`src/rtl/mem_arbiter.sv`:
```
// mem_arbiter: two-master picorv32 native-bus arbiter onto one memory port, with a slave wait timeout
// Ports: clk, rst (sync, active-high);
//   m0_*/m1_*  : master request (valid, instr, addr, wdata, wstrb) in; completion (ready, rdata) out
//   s_*        : granted request toward memory out; s_ready/s_rdata completion in
//   err_timeout: pulses when a stalled access is force-completed with 32'hDEADBEEF
// Build option: define ARB_ROUND_ROBIN_EN for round-robin tie-breaking; otherwise m0 wins every tie.
module mem_arbiter #(
  parameter int unsigned TIMEOUT = 255
) (
  input  logic        clk,
  input  logic        rst,
  input  logic        m0_valid,
  input  logic        m0_instr,
  input  logic [31:0] m0_addr,
  input  logic [31:0] m0_wdata,
  input  logic [3:0]  m0_wstrb,
  output logic        m0_ready,
  output logic [31:0] m0_rdata,
  input  logic        m1_valid,
  input  logic        m1_instr,
  input  logic [31:0] m1_addr,
  input  logic [31:0] m1_wdata,
  input  logic [3:0]  m1_wstrb,
  output logic        m1_ready,
  output logic [31:0] m1_rdata,
  output logic        s_valid,
  output logic        s_instr,
  output logic [31:0] s_addr,
  output logic [31:0] s_wdata,
  output logic [3:0]  s_wstrb,
  input  logic        s_ready,
  input  logic [31:0] s_rdata,
  output logic        err_timeout
);
  typedef enum logic [1:0] {IDLE, GRANT0, GRANT1} state_t;
  state_t      state_q, state_d;
  logic [15:0] cnt_q, cnt_d;
  logic        g0, g1, req_valid, timeout, done, pick1;
  logic [31:0] rdata_g;
  always_comb begin
    g0        = state_q == GRANT0;
    g1        = state_q == GRANT1;
    req_valid = (g0 && m0_valid) || (g1 && m1_valid);
    // a slave completion arriving on the timeout cycle still wins
    timeout   = req_valid && !s_ready && cnt_q == 16'(TIMEOUT);
    done      = req_valid && (s_ready || timeout);
    rdata_g   = timeout ? 32'hDEADBEEF : s_rdata;
  end
`ifdef ARB_ROUND_ROBIN_EN
  // last_q holds the master that completed most recently; the other one wins a tie
  logic last_q;
  assign pick1 = m1_valid && (!m0_valid || !last_q);
  always_ff @(posedge clk)
    last_q <= rst ? 1'b1 : done ? g1 : last_q;
`else
  assign pick1 = m1_valid && !m0_valid;
`endif
  // the counter sits at zero in IDLE, so every grant starts counting from zero;
  // leaving a grant always passes through IDLE, giving the one-cycle gap between grants
  always_comb begin
    state_d = state_q;
    cnt_d   = cnt_q + 16'd1;
    if (state_q == IDLE) begin
      state_d = pick1 ? GRANT1 : m0_valid ? GRANT0 : IDLE;
      cnt_d   = '0;
    end else if (!req_valid || done) begin
      state_d = IDLE;
      cnt_d   = '0;
    end
  end
  always_ff @(posedge clk) begin
    state_q <= rst ? IDLE : state_d;
    cnt_q   <= rst ? '0 : cnt_d;
  end
  // outputs are forced low while rst is high, so a transfer caught by reset never completes
  always_comb begin
    s_valid     = !rst && req_valid && !timeout;
    s_instr     = !rst && (g0 ? m0_instr : g1 && m1_instr);
    s_addr      = rst ? '0 : g0 ? m0_addr : g1 ? m1_addr : '0;
    s_wdata     = rst ? '0 : g0 ? m0_wdata : g1 ? m1_wdata : '0;
    s_wstrb     = rst ? '0 : g0 ? m0_wstrb : g1 ? m1_wstrb : '0;
    m0_ready    = !rst && g0 && done;
    m1_ready    = !rst && g1 && done;
    m0_rdata    = (!rst && g0) ? rdata_g : '0;
    m1_rdata    = (!rst && g1) ? rdata_g : '0;
    err_timeout = !rst && timeout;
  end
endmodule

```
`config.mk`:
```
export PLATFORM = sky130hd
export DESIGN_NAME = mem_arbiter
export DESIGN_NICKNAME = d
export VERILOG_FILES = /design/src/rtl/mem_arbiter.sv
export SDC_FILE = /design/constraint.sdc
export NUM_CORES = 1
export LEC_CHECK = 0
export ABC_CLOCK_PERIOD_IN_PS = 5800
export CORE_AREA = 2 2 122 124
export CTS_BUF_LIST = sky130_fd_sc_hd__clkbuf_8
export DETAILED_ROUTE_END_ITERATION = 10
export DIE_AREA = 0 0 124 126
export RECOVER_POWER = 100
export SYNTH_ARGS = -nofsm -noshare
export SYNTH_HDL_FRONTEND = slang
export SYNTH_SLANG_ARGS = --single-unit
```
`constraint.sdc`:
```
create_clock -name clk -period 5.8 [get_ports clk]
set_input_delay 1.16 -clock clk [delete_from_list [all_inputs] [get_ports clk]]
set_output_delay 1.16 -clock clk [all_outputs]
set_load 0.01 [all_outputs]
```
---- Yosys cells after proc, flatten, opt, wreduce, memory -nomap -nowiden ----
Cells that the tools add are included.
word-level totals
  bits in registers ....................... 18
  bits in latches ......................... 0
  bits in writable memories ............... 0
  memory bits (read-only) ................. 0
  input port bits ......................... 175
  output and inout bits ................... 137
  memories ................................ 0
cells by class
  $add $sub $neg .......................... 1
  multiply operators ...................... 0
  div/mod/pow operators ................... 0
  magnitude comparators ................... 0
  equality and inequality tests ........... 3
  shift operators ......................... 0
  multiplexer cells ....................... 17
  bitwise logic cells ..................... 0
  reductions and logical operators ........ 26
operators by type and width
  cell                     count
  $mux W32                 9
  $add A16 B1 Y16 const B  1
  $eq A16 B8 Y1 const B    1
  $logic_and A1 B1 Y1      15
  $mux W4                  3
  $mux W2                  3
  $logic_not A1 Y1         5
  $logic_or A1 B1 Y1       3
  $reduce_or A3 Y1         1
  $eq A2 B1 Y1 const B     1
  $eq A2 B2 Y1 const B     1
  $logic_not A2 Y1         1
  $mux W1                  2
  $reduce_bool A2 Y1       1

---- Depth between registers and ports, before layout ----
Gate-level depths: netlist (run 1).
  depth after elaboration ................. 10
  gate-level depth with buffers ........... 8

---- Worst setup path before layout (run 1) ----
OpenSTA, ideal clock, no wires.
  kind .................................... input-to-output
  from .................................... input port rst
  to ...................................... output port m1_ready
  arrival ................................. 2.353 ns
  path slack .............................. 2.287 ns
  cell stages on the path ................. 7
  path buffers ............................ 3
  cell sequence ........................... nor2_1 > and2_1 > clkbuf_1 > clkbuf_1 > clkbuf_1 > nand2_1 > nor2_1
on the way
  cells in the longest elaborated chain, start to end .. 3
RTL lines
  element                           RTL line  text
  start: declaration                11        input logic rst,
  $logic_not A1 Y1                  83        m1_ready = !rst && g1 && done;
  $logic_and A1 B1 Y1 (2 in a row)  83
  end: declaration                  24        output logic m1_ready,
Every way passes these cells.

---- Worst setup path after layout (run 1) ----
  from .................................... input port rst
  to ...................................... output port m0_rdata[12]
on the way
  cells in the longest elaborated chain, start to end .. 3
RTL lines
  element              RTL line  text
  $logic_not A1 Y1     84        m0_rdata = (!rst && g0) ? rdata_g : '0;
  $logic_and A1 B1 Y1  84
  $mux W32             84
  end: declaration     18        output logic [31:0] m0_rdata,
Every way passes these cells.

==> results of run 1 <==
==> final cells by class <==
type | instances | area [um2]
repair buffers | 320 | 3170
clock buffers | 4 | 55.1
flip-flops and latches | 18 | 360
fillers | 1480 | 8850
well taps | 184 | 230
multi-input cells | 245 | 1630
inverters | 3 | 11.3
==> sequential cells by signal (all words and copies together) (netlist names) <==
name     cells
state_q      2
cnt_q       16
==> synthesized netlist by cell type (all sizes together) <==
| cell | instances |
|---|---|
| a21o | 24 |
| a22o | 69 |
| o21ai | 1 |
| buf | 9 |
| inv | 3 |
| dfxtp | 18 |
| nand3 | 6 |
| nor3 | 7 |
| nor2 | 22 |
| nand2 | 55 |
| nor4 | 4 |
| nand4 | 5 |
| nand2b | 2 |
| xor2 | 4 |
| xnor2 | 10 |
| a2111oi | 1 |
| nand3b | 2 |
| a21oi | 3 |
| and3 | 3 |
| clkbuf | 19 |
| a211oi | 1 |
| and4 | 1 |
| and2 | 18 |
| or4 | 1 |
| or3 | 1 |
| ha | 1 |
| a21boi | 2 |
| o211a | 2 |
==> stage by stage <==
stage	instances	setup slack, ps
final	774	748
after global routing	774	517
after CTS	774	1140
after detailed placement	770	1110
after global placement	770	1180
after floorplan	294	2290
==> critical path, delay by kind of cell <==
kind	cells	cell delay (ps)
AND/OR/NAND/NOR	2	500
buffers and inverters	4	2050
AO/OA/AOI/OAI	1	150
==> power groups by stage <==
| stage | clock, mW | sequential, mW | combinational [mW] |
|---|---|---|---|
| 2_1_floorplan | 0 | 0.128 | 0.0588 |
| 3_3_place_gp | 0 | 0.128 | 0.253 |
| 3_5_place_dp | 0 | 0.128 | 0.254 |
| 4_1_cts | 0.106 | 0.126 | 0.257 |
| 5_1_grt | 0.111 | 0.126 | 0.259 |
| 6_report | 0.105 | 0.126 | 0.244 |
==> per-layer routing <==
metal	up-vias	track usage (%)	wire length [um]	part of all wire [%]
li1	1667	-	-	-
met1	1602	23.7	6530	43
met2	183	28.2	6760	44
met3	16	6.07	1760	12
met4	2	2.97	175	1.1
met5	-	0	13	0.085
==> cell families (layout without fill, tap and decap cells) <==
logic type	count (synthesis)	in the layout	synth area share [%]
adder cells (fa/ha/maj)	1	1	0.583
buffers and inverters	31	327	7.11
AO/OA/AOI/OAI	103	103	42.1
AND/OR/NAND/NOR	127	127	27.7
XOR/XNOR	14	14	5.71
flip-flops	18	18	16.8
==> layout by cell type, fill, tap and decap left out, types with 5 or more instances in the layout <==
cell	synthesis	routed
nor3_1	7	7
a21o_2	20	20
nand3_1	6	6
nand2_1	55	55
xnor2_1	10	10
dfxtp_1	18	18
clkdlybuf4s50_1	0	194
nor2_1	22	22
a22o_1	69	69
dlygate4sd3_1	0	117
and2_0	0	10
nand4_1	5	5
clkbuf_1	19	5
and2_1	18	7
==> final timing paths <==
check	slack (ps)	to	depth (start not counted)	from
setup reg to reg	2980	cnt_q[14]$_SDFF_PP0_	4	cnt_q[8]$_SDFF_PP0_
hold / removal	480	cnt_q[0]$_SDFF_PP0_	1	cnt_q[0]$_SDFF_PP0_
setup / recovery	750	m0_rdata[12]	7	rst
hold reg to reg	480	cnt_q[0]$_SDFF_PP0_	1	cnt_q[0]$_SDFF_PP0_
==> run metrics, run 1 <==
vias per cell 4.48; Total Power 0.475 mW; Worst-Margin Slew 1600 ps; HP Class flop to flop; Critical Path RT 4640 ps; Max VDD drop 139 uV; #FFs+latches synth 18; top fanout value on the critical path 37; Max-slew headroom -8.09%; Initial Util 15.0%; CP cell instances dlygate4sd3_1 > nor3_1 > buf_4 > and3_1 > clkbuf_2 > a21o_2 > dlygate4sd3_1; die height 126 um; Die X 124 um; clk_skew 1.60 ps; CTS Buffer Depth 2; 1st-iter DRT viols 122; PwrDens 86.9 mW/mm2; Inserted Diodes 0; layout cell share with drive strength beyond 1 5.25%; max-cap violations 1; fmax 198 MHz; cell taking the most area after synthesis a22o_1; DP Wirelength 12.7 mm; worst skew pair latency 260 ps; CP arrival 3890 ps; number of nets with antenna violations after routing 0; Critical Path Start Type primary input; utilization after layout 38.2%; Worst Setup End Kind output port; Clock Pin Slew Worst Setup and Hold Paths 70 ps; Port Buffers 311; synth top area cells a22o_1 (28%), dfxtp_1 (17%), nand2_1 (9.6%); Sw Ratio 27.1%; Core Rows 44; initial antenna violation count 2; final setup fails 0; total CTS buffers 3; kind of critical path primary input to output port; placer congestion estimate 0.815; core area 0.0143 mm2; grt total ovfl 0; top cell type's share of synthesized area 28.1%; DRT Pass-1 Iters 4; placed cell area 0.00544 mm2; failing checks capacitance limit, slew limit; CTS H-Tree Depth 1; Internal Power 0.346 mW; GRT Util Overall 17.8%; power share of the clock group 22.2%; Most common cell on crit path dlygate4sd3_1; register area share after synthesis 16.8%; DR vias 3470; Clock Sinks 18; post-synth net total 470; DRC Markers 0; cts hold-fix bufs 0; setup TNS 0 ps; post-route minimum period 5050 ps; Design Area, Final 0.00546 mm2; RSZ-0062 raised after global routing false; Cell variety after synth 33; Area growth, synth to finish 154%; yosys warns 0; die area 0.0156 mm2; Post-CTS Setup Bufs 0; vias in the first global route 3433; TritonCTS clock tree built; synthesized area per cell 7.30 um2; CP peak stage delay 620 ps; final hold slack 477 ps; P_sw 0.129 mW; I/O Pins 312; largest net degree at the start of global routing 60; leak pwr 2.55 nW; Cells after Synth 294; combinational power share 51.4%; status finished with violations; Critical Path Slowest Stage Cell dlygate4sd3_1; WL final 15.2 mm; Nets 767; Seq pwr share 26.5%; Fin. Hold Viols 0; Cell Area, Synth 0.00215 mm2; wire per inst 19.7 um; period utilization 87.1%; post-CTS sizing 0; first-pass GRT wire length 20.7 mm; Final Max Slew Viols 17; CTS root buf clkbuf_8
Note: power is estimated with default switching activity, not from simulation.
==> run 2, diff against run 1 <==
SLEW_MARGIN = 20   (was default)
==> results of run 2 <==
The final DEF is identical to that of run 1; final timing and power are the same.
==> run 3, diff against run 2 <==
ABC_AREA = 1   (was default)
CORE_AREA = 2 2 121 123   (was 2 2 122 124)
DIE_AREA = 0 0 123 125   (was 0 0 124 126)
==> run metrics, run 3 <==
reg2reg path depth 8 (+4); Critical Path Start Type primary input; Critical Path Slowest Stage Cell inv_1; GRT Util Overall 16.4% (-1.3 points); Critical Path Source rst; grt total ovfl 0 (unchanged); synthesized area per cell 6.57 um2 (-10%); Largest register FFs 16 (unchanged); leading cell type in the layout, fill and taps excluded clkdlybuf4s50_1; worst skew pair latency 260 ps (about the same); register area share after synthesis 16.6% (-0.20 points); Primary FF master, synth dfxtp_1; CTS root buf clkbuf_8; CTS H-Tree Depth 1 (unchanged); DRT Pass-1 Iters 4 (unchanged); Nets 802 (+4.6%); Cell Area, Synth 0.00217 mm2 (+1.2%); Area growth, synth to finish 150%; Fin. Hold Viols 0 (unchanged); fmax 198 MHz (about the same); HP Class flop to flop; 1st-iter DRT viols 170 (+39%); die height 125 um (-0.79%); Largest Register cnt_q; cts hold-fix bufs 0 (unchanged); cell taking the most area after synthesis a22o_1; Die X 123 um (-0.81%); clk_skew 1.74 ps (+0.146 ps); Async SR Flop Fraction 0% (unchanged); Post-CTS Setup Bufs 0 (unchanged); Setup WS post-layout 752 ps (+4.35 ps); Cells after Synth 331 (+13%); Cell variety after synth 21 (-36%); post-route minimum period 5050 ps (-4.35 ps); placed cell area 0.00540 mm2 (-0.62%); top fanout value on the critical path 34 (-8.1%); leak pwr 2.48 nW (-2.7%); period utilization 87.0% (about the same); RSZ-0062 raised after global routing false; top cell type's share of synthesized area 27.8% (-0.34 points); Initial Util 15.3% (+0.30 points); Final Max Slew Viols 0 (-17); synth top area cells a22o_1 (28%), dfxtp_1 (17%), a21oi_1 (11%); Worst-Margin Slew 1100 ps (-504 ps); core area 0.0142 mm2 (-0.77%); fillers 1470 (-0.68%); register-to-register setup slack 3260 ps (+280 ps); I/O Pins 312 (unchanged); Max-slew headroom 26.5% (+35 points); final hold slack 494 ps (+16.9 ps); Commonest cells post-synth a22o_1 (69), a21oi_1 (48), nor2_1 (44); first-pass GRT wire length 19.9 mm (-3.9%); Core Rows 44 (unchanged); DRC Markers 0 (unchanged); initial antenna violation count 1 (-1); DP Wirelength 11.2 mm (-12%); most frequent cells in the layout clkdlybuf4s50_1 (179), dlygate4sd3_1 (132), a22o_1 (69); Max VDD drop 71.7 uV (-49%); Port Buffers 311 (unchanged); TritonCTS clock tree built; worst flop-to-flop path endpoint cnt_q[13]$_SDFF_PP0_; crit path capture s_addr[28]; placer congestion estimate 0.907 (+11%); Design Area, Final 0.00544 mm2 (-0.39%); yosys warns 0 (unchanged); CTS Buffer Depth 2 (unchanged); layout cell share with drive strength beyond 1 4.16% (-1.1 points); die area 0.0154 mm2 (-1.6%); most common cell in the netlist a22o_1; post-CTS sizing 0 (unchanged); wire per inst 17.0 um (-13%); Place WS 1140 ps (+27.0 ps); CP peak stage delay 790 ps (+170 ps); total CTS buffers 3 (unchanged); FF-to-FF Start cnt_q[0]$_SDFF_PP0_; Clock Sinks 18 (unchanged); status finished, final reports clean; kind of critical path primary input to output port; WL final 13.8 mm (-9.4%); setup TNS 0 ps (unchanged); Clock Pin Slew Worst Setup and Hold Paths 70 ps (about the same); Most common cell on crit path inv_1; #FFs+latches synth 18 (unchanged); post-synth net total 507 (+7.9%); max-cap violations 0 (-1); vias in the first global route 3537 (+3.0%); DR vias 3468 (-0.058%); Critical Path RT 4640 ps (about the same); number of nets with antenna violations after routing 0 (unchanged); CP arrival 3890 ps (about the same); largest net degree at the start of global routing 63 (+5.0%); Worst Setup End Kind output port; Post-synth EDFFs 0 (unchanged); largest registers cnt_q: 16 flops, state_q: 2 flops; CP cell instances clkdlybuf4s50_1 > inv_1 > nand2_1 > inv_1 > buf_4 > a22o_1 > dlygate4sd3_1; PwrDens 87.3 mW/mm2 (+0.46%); final setup fails 0 (unchanged); vias per cell 4.28 (-4.5%)
==> run 3: how the worst min path moves through the flow <==
stage	depth (start not counted)	end	startpoint
after floorplan	1	cnt_q[0]$_SDFF_PP0_	cnt_q[0]$_SDFF_PP0_
after global placement	1	cnt_q[0]$_SDFF_PP0_	cnt_q[0]$_SDFF_PP0_
after detailed placement	1	cnt_q[0]$_SDFF_PP0_	cnt_q[0]$_SDFF_PP0_
after CTS	1	cnt_q[0]$_SDFF_PP0_	cnt_q[0]$_SDFF_PP0_
after global routing	1	cnt_q[0]$_SDFF_PP0_	cnt_q[0]$_SDFF_PP0_
final	1	cnt_q[0]$_SDFF_PP0_	cnt_q[0]$_SDFF_PP0_
==> run 3: cell type report <==
class / instances / area (um2) / area share [%]
multi-input combinational: 240 / 1450 / 26.6
antenna: 1 / 2.50 / 0.0460
timing repair buffer: 317 / 3170 / 58.3
tap: 184 / 230 / 4.23
inverter: 46 / 173 / 3.17
sequential: 18 / 360 / 6.62
clock buffer: 4 / 55.1 / 1.01
==> run 3: where the power goes <==
part	switching, mW	internal [mW]	total (mW)
logic	0.0853	0.160	0.245
registers	0.00117	0.124	0.126
clock network	0.0439	0.0604	0.104
total	0.130	0.345	0.475
==> run 3: per-layer routing <==
metal	track usage (%)	routed length [um]
met4	3.81	181
met2	28.8	6660
met3	3.01	1200
met1	20.6	5750
met5	0	0
==> run 3: per-stage QoR <==
step	power, mW	instances	utilization, %
3_3_place_gp	0.385	805	38.0
5_1_grt	0.495	810	38.3
3_5_place_dp	0.384	805	38.0
2_1_floorplan	0.193	331	-
6_report	0.475	810	38.3
4_1_cts	0.491	809	38.4
==> run 3: cell families (layout without fill, tap and decap cells) <==
kind of cell	after synthesis	in the layout	share of synthesized area [%]
AOI/OAI and AO/OA	117	117	38.9
xor gates and xnor gates	13	13	5.24
adders and majority gates	1	1	0.576
buffers and inverters	73	367	15.8
DFF	18	18	16.6
other	0	1	0
and+or+nand+nor	109	109	22.9
==> run 3: worst max-delay path: cells and delay by family <==
kind | cells | cell delay, ps
AOI/OAI and AO/OA | 1 | 220
buffers and inverters | 5 | 2400
and+or+nand+nor | 1 | 80
